[src/rtl/sdram_slot_arbiter.sv]
// sdram_slot_arbiter: 7 MHz phase-locked time-slot scheduler sharing one SDRAM between chip DMA, CPU and host
// Ports: clk/rst (async, active-high); c_7m bus clock (async, synchronised here);
//   chip/cpu/host _req/_we level requests; grant one-hot {host,cpu,chip}, cmd_start/cmd_we/refresh
//   to the command sequencer; *_ack one-cycle completion pulses; slot_phase/locked phase status.
module sdram_slot_arbiter #(
  parameter int SLOT_CYCLES     = 8,
  parameter int ACK_OFFSET      = 6,
  parameter int REFRESH_PERIODS = 55
) (
  input  logic                                clk,
  input  logic                                rst,
  input  logic                                c_7m,
  input  logic                                chip_req,
  input  logic                                chip_we,
  input  logic                                cpu_req,
  input  logic                                cpu_we,
  input  logic                                host_req,
  input  logic                                host_we,
  output logic [2:0]                          grant,
  output logic                                cmd_start,
  output logic                                cmd_we,
  output logic                                refresh,
  output logic                                chip_ack,
  output logic                                cpu_ack,
  output logic                                host_ack,
  output logic [$clog2(2*SLOT_CYCLES)-1:0]    slot_phase,
  output logic                                locked
);
  localparam int PW = $clog2(2*SLOT_CYCLES);
  localparam int RW = $clog2(REFRESH_PERIODS+1);
  localparam logic [PW-1:0] P_LAST  = PW'(2*SLOT_CYCLES-1);
  localparam logic [PW-1:0] P_B     = PW'(SLOT_CYCLES);
  localparam logic [PW-1:0] P_ACK_A = PW'(ACK_OFFSET);
  localparam logic [PW-1:0] P_ACK_B = PW'(SLOT_CYCLES+ACK_OFFSET);
  localparam logic [RW-1:0] R_INIT  = RW'(REFRESH_PERIODS);
  logic [2:0]    sync;
  logic [PW-1:0] nphase;
  logic [RW-1:0] ref_cnt;
  logic [2:0]    own_n, rr;
  logic          c7_rise, lock_n, dec_a, dec_b, dec, ack_cyc;
  logic          pick_cpu, pick_host, ref_n, we_n, last_host, refresh_pending;
  // Any synchronised c_7m rise restarts the period; at the last phase this is the normal
  // wrap, anywhere else it aborts the running slot because no ack cycle is ever reached.
  always_comb begin
    c7_rise   = sync[1] & ~sync[2];
    lock_n    = locked | c7_rise;
    nphase    = (c7_rise || slot_phase == P_LAST) ? '0 : slot_phase + PW'(1);
    dec_a     = lock_n && nphase == '0;
    dec_b     = lock_n && nphase == P_B;
    dec       = dec_a | dec_b;
    ack_cyc   = lock_n && (nphase == P_ACK_A || nphase == P_ACK_B);
    pick_cpu  = cpu_req & (~host_req | last_host);
    pick_host = host_req & ~pick_cpu;
    rr        = {pick_host, pick_cpu, 1'b0};
    ref_n     = dec_b & refresh_pending;
    own_n     = dec_a ? (chip_req ? 3'b001 : rr) : (refresh_pending ? 3'b000 : rr);
    we_n      = (own_n[0] & chip_we) | (own_n[1] & cpu_we) | (own_n[2] & host_we);
  end
  always_ff @(posedge clk or posedge rst) begin
    if (rst) begin
      sync            <= '0;
      slot_phase      <= '0;
      locked          <= 1'b0;
      grant           <= '0;
      cmd_we          <= 1'b0;
      cmd_start       <= 1'b0;
      refresh         <= 1'b0;
      chip_ack        <= 1'b0;
      cpu_ack         <= 1'b0;
      host_ack        <= 1'b0;
      last_host       <= 1'b1;
      refresh_pending <= 1'b0;
      ref_cnt         <= R_INIT;
    end else begin
      sync       <= {sync[1:0], c_7m};
      slot_phase <= nphase;
      locked     <= lock_n;
      grant      <= dec ? own_n : grant;
      cmd_we     <= dec ? we_n : cmd_we;
      cmd_start  <= dec & ((|own_n) | ref_n);
      refresh    <= ref_n;
      chip_ack   <= ack_cyc & grant[0];
      cpu_ack    <= ack_cyc & grant[1];
      host_ack   <= ack_cyc & grant[2];
      last_host  <= (dec && own_n[2:1] != 2'b00) ? own_n[2] : last_host;
      if (dec_a) begin
        ref_cnt         <= (ref_cnt == RW'(1)) ? R_INIT : ref_cnt - RW'(1);
        refresh_pending <= (ref_cnt == RW'(1)) | refresh_pending;
      end else if (ref_n) begin
        refresh_pending <= 1'b0;
      end
    end
  end
endmodule

[config.mk]
export PLATFORM = sky130hd
export DESIGN_NAME = sdram_slot_arbiter
export DESIGN_NICKNAME = d
export VERILOG_FILES = /design/src/rtl/sdram_slot_arbiter.sv
export SDC_FILE = /design/constraint.sdc
export NUM_CORES = 1
export LEC_CHECK = 0
export ABC_AREA = 1
export BUFFER_PORTS_ARGS = -buffer_cell sky130_fd_sc_hd__buf_4
export CAP_MARGIN = 20
export CORE_AREA = 2 2 54 56
export CTS_BUF_LIST = sky130_fd_sc_hd__clkbuf_4
export CTS_CLUSTER_DIAMETER = 30
export DETAILED_ROUTE_END_ITERATION = 10
export DIE_AREA = 0 0 56 58
export GPL_ROUTABILITY_DRIVEN = 0
export PLACE_DENSITY = 0.7
export SYNTH_ARGS = -nofsm -noshare
export SYNTH_HDL_FRONTEND = slang
export SYNTH_SLANG_ARGS = --single-unit
[constraint.sdc]
create_clock -name clk -period 2 [get_ports clk]
set_clock_uncertainty 0.05 [all_clocks]
set_input_delay 0.1 -clock clk [delete_from_list [all_inputs] [get_ports clk]]
set_output_delay 0.1 -clock clk [all_outputs]
set_load 0.02 [all_outputs]
# After elaboration in Yosys (flattened, before gate mapping)
# Cells that the tools add are included.
dict set report classes {
  add_sub_neg 2
  n_eq_ne 5
  mux 7
  n_bitwise 21
  n_reduce_logical 10
}
# cell n
set ops {}
lappend ops {{== test 4 bit (second input constant)} 3}
lappend ops {{AND 1 bit} 11}
lappend ops {{two-way mux 3 bit} 3}
lappend ops {{bitwise OR 1 bit} 7}
lappend ops {{== test 6 x 1 -> 1 bit (second input constant)} 1}
lappend ops {{two-way mux 6 bit} 1}
lappend ops {{subtractor 6 x 1 -> 6 bit (second input constant)} 1}
lappend ops {{adder 4 x 1 -> 4 bit (second input constant)} 1}
lappend ops {{== test 4 x 3 -> 1 bit (second input constant)} 1}
lappend ops {{logical AND 1 bit} 4}
lappend ops {{logical NOT 4 bit} 1}
lappend ops {{two-way mux 4 bit} 1}
lappend ops {{nonzero test 2 bit} 2}
lappend ops {{inverter 1 bit} 3}
lappend ops {{OR reduction 3 bit} 1}
lappend ops {{logical OR 1 bit} 2}
lappend ops {{two-way mux 1 bit} 2}
dict set report totals {
  register_bits 25
}

# Depth between registers and ports, before layout
dict set report depth {
  ltp_word 10
  depth_mapped 12
}

# Worst setup path before layout
# Ideal clock, no wire load.
dict set report synth_timing {
  path_type {reg2reg}
  start {reg slot_phase[0]}
  end {reg grant[2]}
  arrival_ps 1508
  setup_slack_ps 314
  path_stages_with_launch 10
  n_path_buf 0
  synth_period_minus_slack_ps 1686
  cell_sequence {dfrtp_1 ha_1 nand3_1 nand2_2 nor2_8 nand2_4 nand2_1 nand2_1 nand2_1 o21ai_0}
}
dict set report synth_between {
  elab_chain_len 6
  word_cells_on_any_way 10
  classes_between {add/sub (1); eq/ne (2); mux (2); bitwise (1); reduce/logical (4)}
}
# element line_no
set synth_rtl {}
lappend synth_rtl {{start, declared} 26} ;# output logic [$clog2(2*SLOT_CYCLES)-1:0] slot_phase,
lappend synth_rtl {{start signal, assigned} 76} ;# slot_phase <= nphase;
lappend synth_rtl {{parallel branches: the longest is 2 deep, another holds adder 4 x 1 -> 4 bit} -}
lappend synth_rtl {{two-way mux 4 bit *} 47} ;# nphase = (c7_rise || slot_phase == P_LAST) ? '0 : slot_phase + PW'(1);
lappend synth_rtl {{== test 4 bit / logical NOT 4 bit (equally long branches)} {49, 48}}
lappend synth_rtl {{logical AND 1 bit, on equally long branches} {49, 48}}
lappend synth_rtl {{bitwise OR 1 bit / two-way mux 3 bit (equally long branches)} {50, 56}}
lappend synth_rtl {{end signal, assigned} 78} ;# grant <= dec ? own_n : grant;
lappend synth_rtl {{end, declared} 19} ;# output logic [2:0] grant,
# Every way passes the cells marked *.
# A chain may end at the register's enable or synchronous reset.

# Worst setup path after layout
dict set report layout_timing {
  start {reg slot_phase[0]}
  end {reg cmd_start}
}
dict set report layout_between {
  elab_chain_len 9
  word_cells_on_any_way 14
  classes_between {add/sub (1); eq/ne (2); mux (2); bitwise (4); reduce/logical (5)}
}
# element line_no
set layout_rtl {}
lappend layout_rtl {{parallel branches: the longest is 2 deep, another holds adder 4 x 1 -> 4 bit} -}
lappend layout_rtl {{two-way mux 4 bit *} 47}
lappend layout_rtl {{logical NOT 4 bit} 48} ;# dec_a = lock_n && nphase == '0;
lappend layout_rtl {{logical AND 1 bit} 48}
lappend layout_rtl {{two-way mux 3 bit} 56} ;# own_n = dec_a ? (chip_req ? 3'b001 : rr) : (refresh_pending ? 3'b000 : rr);
lappend layout_rtl {{OR reduction 3 bit} 80} ;# cmd_start <= dec & ((|own_n) | ref_n);
lappend layout_rtl {{bitwise OR 1 bit} 80}
lappend layout_rtl {{AND 1 bit *} 80}
lappend layout_rtl {{end signal, assigned} 80}
lappend layout_rtl {{end, declared} 20} ;# output logic cmd_start,
# Marked as above.

==> metrics.yaml <==
power_and_ir_drop:
  power_switching_mw: 0.882
  seqPwrFrac_pct: 41.0
  ir_drop_mv: 0.866
  switching_share_pct: 42.6
  pwr-share-clk_pct: 11.3
  p_leak_nw: 0.824
  power.total_mw: 2.07
  p_comb_share_pct: 47.7
  power_density_nw_per_um2: 1350
  p_int_mw: 1.19
global_routing:
  busiest_layer: "met2"
  antenna_found_initial: 0
  grt_pass1_wl_um: 3830
  overflow: 0
  grt_util_all_layers_pct: 15.0
  grt_use_met1_pct: 18.5
  first_global_vias: 917
  grt_max_degree: 26
  met2_usage_pct: 25.9
  grt_use_met3_pct: 2.90
critical_path:
  required_ns: 2.15
  rrSetupSlack_ns: 0.24
  path_max_fanout: 10
  worstPathArrival_ns: 1.91
  end_kind: "register"
  reg2reg_depth: 10
  reg2reg_from: "slot_phase[0]$_DFF_PP0_"
  cp-start-kind: "register"
  reg2reg_to: "cmd_start$_DFF_PP0_"
  crit_type: "register to register"
hold_path:
  min_to: "cmd_we$_DFFE_PP0P_"
  hp-start: "host_we"
  min_path_type: "input pin to register"
  whs_path_depth: 5
clock_network:
  cts_buffers: 3
  cts_sinks: 25
  cts_tree: "done"
  cts_max_path_buffers: 2
  clock_latency_ns: 0.31
  clk_pin_slew_ns: 0.13
  cts-root-buf: "clkbuf_4"
  cts_htree_levels: 1
  cts_resized: 0
floorplanning:
  initial_utilization_pct: 47.1
  core_um2: 2660
  die_area_um2: 3250
  fp.dieW_um: 56
  io_pins: 23
  rows: 19
  die_h_um: 58
placement:
  place_inst: 190
  numPortBuffers: 22
  place_hpwl_um: 1710
sta:
  fin_setup_tns_ns: 0
  finalHoldViolCount: 0
  slew_violations: 0
  relSlewSlack_pct: 79.4
  rsz0062_at_grt: "no"
  maxClockFrequency_ghz: 0.569
  period_share_pct: 87.9
  setup_viol: 0
  min_period_ns: 1.76
  worst_slew_pin_slew_ns: 0.308
detailed_routing:
  first_pass_iters: 5
  wire_per_inst_um: 11.1
  drc: 0
  num_vias: 936
  routed_wl_um: 2180
  ant_nets: 0
  drtIter0Drc: 28
  via_per_inst: 4.75
yosys:
  netlist_area_um2: 1250
  syn-instance-count: 136
  ys_seq_area_share_pct: 50.4
  postSynthAreaPerCell_um2: 9.23
  synth.distinct_cells: 24
  synth_seq_cells: 25
  syn_nets: 148
  synth_warnings: 0
outcome:
  outcome: "completed"
cells_and_area:
  syn_to_final_growth_pct: 21.6
  post-route-util_pct: 57.3
  layout-drive-gt1-share_pct: 33.1
  diodes: 0
  fin_nets: 179
  fin_cells: 197
run:
  maxCapViolCount: 0
-- power by group through the flow --
stage               clock, mW  sequential [mW]  combinational, mW
floorplan                   0            0.929              0.633
global placement            0            0.845              0.963
detailed placement          0            0.855              0.990
CTS                     0.243            0.846              0.994
global route            0.257            0.869               1.10
finish                  0.233            0.848              0.987
-- kinds of logic (layout without fill, tap and decap cells) --
| kind of cell | Yosys count | count (layout) | synth area share [%] |
|---|---|---|---|
| and+or+nand+nor | 64 | 64 | 30.1 |
| adders and majority gates | 3 | 3 | 2.99 |
| buffers and inverters | 29 | 59 | 9.07 |
| AOI/OAI and AO/OA | 14 | 14 | 6.68 |
| DFF | 25 | 25 | 50.4 |
| xor gates and xnor gates | 1 | 1 | 0.698 |
-- cells in the final DEF, fill, tap and decap left out --
| master | Yosys | layout |
|---|---|---|
| buf_4 | 0 | 23 |
| o21bai_2 | 1 | 1 |
| dfrtp_1 | 19 | 19 |
| nor2_1 | 9 | 9 |
| nand4_1 | 4 | 4 |
| dlygate4sd3_1 | 0 | 3 |
| xor2_1 | 1 | 1 |
| o21ai_0 | 6 | 6 |
| ha_1 | 3 | 3 |
| nand3_2 | 4 | 4 |
| inv_2 | 3 | 3 |
| nand2_4 | 3 | 3 |
| or2_1 | 1 | 1 |
| nand3_1 | 9 | 9 |
| nand2_2 | 5 | 5 |
| nand3_4 | 1 | 1 |
| o21a_1 | 1 | 1 |
| a31oi_1 | 1 | 1 |
| a21oi_1 | 4 | 4 |
| nor2_4 | 1 | 1 |
| nor2_8 | 2 | 2 |
| inv_6 | 1 | 1 |
| nand2_1 | 25 | 25 |
| inv_1 | 25 | 25 |
| dfstp_2 | 6 | 6 |
| o21ai_2 | 1 | 1 |
| clkbuf_4 | 0 | 4 |
-- stage by stage --
step / worst slack, ns / area [µm²] / hold slack (ns)
finish: 0.242 / 1530 / 0.0849
global placement: 0.336 / 1470 / 0.119
floorplan: 0.314 / 1250 / 0.0729
CTS: 0.249 / 1530 / 0.0806
global route: 0.0923 / 1530 / 0.111
detailed placement: 0.263 / 1470 / 0.127
-- registers in the layout (all words and copies together), names as in the netlist --
register,cells
ref_cnt,6
slot_phase,4
grant,3
sync,3
chip_ack,1
cmd_start,1
cmd_we,1
cpu_ack,1
host_ack,1
last_host,1
locked,1
refresh,1
refresh_pending,1
-- worst max-delay path by stage --
stage	depth (start not counted)	startpoint	endpoint	slack, ns
2_1_floorplan	9	slot_phase[0]$_DFF_PP0_	grant[2]$_DFFE_PP0P_	0.31
3_3_place_gp	9	slot_phase[0]$_DFF_PP0_	cmd_we$_DFFE_PP0P_	0.34
3_5_place_dp	9	slot_phase[0]$_DFF_PP0_	cmd_start$_DFF_PP0_	0.26
4_1_cts	9	slot_phase[0]$_DFF_PP0_	cmd_start$_DFF_PP0_	0.25
5_1_grt	10	slot_phase[0]$_DFF_PP0_	cmd_start$_DFF_PP0_	0.09
6_report	10	slot_phase[0]$_DFF_PP0_	cmd_start$_DFF_PP0_	0.24
-- cells in the mapped netlist --
master / instances / share of area (%)
o21a_1: 1 / 0.60
nor2_1: 9 / 2.7
o21ai_2: 1 / 0.70
nand2_2: 5 / 2.5
a31oi_1: 1 / 0.50
inv_1: 25 / 7.5
inv_2: 3 / 0.90
o21ai_0: 6 / 2.4
nand3_2: 4 / 3.2
inv_6: 1 / 0.70
nand3_4: 1 / 1.4
ha_1: 3 / 3.0
dfstp_2: 6 / 13
nand2_4: 3 / 2.7
a21oi_1: 4 / 1.6
or2_1: 1 / 0.50
dfrtp_1: 19 / 38
nand2_1: 25 / 7.5
xor2_1: 1 / 0.70
nand3_1: 9 / 3.6
nor2_8: 2 / 3.2
nor2_4: 1 / 0.90
o21bai_2: 1 / 0.90
nand4_1: 4 / 2.0
-- repair_timing --
item | in CTS | in global routing
endpoints found under the hold margin | 21 | 0
buffers inserted | 0 | 0
hold buffers | 3 | 0
-- routing by layer --
metal  routed length [µm]  vias to the layer above
met1                 1000                      433
li1                     -                      480
met2                 1060                       19
met4                   25                        0
met3                   86                        4
met5                    0                        -
-- worst max-delay path: stages, from the launching register on --
cell     delay (ns)
dfrtp_1        0.45
ha_1           0.23
nand3_2        0.11
nand3_1        0.14
nand2_2        0.10
nor2_8         0.17
nand2_4        0.09
nand2_1        0.08
nand2_1        0.05
nand2_1        0.08
nand4_1        0.09
-- layout make-up --
class,count,area [µm²]
fill,237,1140
sequential,25,633
timing repair buffer,26,203
multi-input combinational,82,508
inverter,29,114
tap,31,38.8
clock buffer,4,30.0
Power figures use the tool's default switching activity.
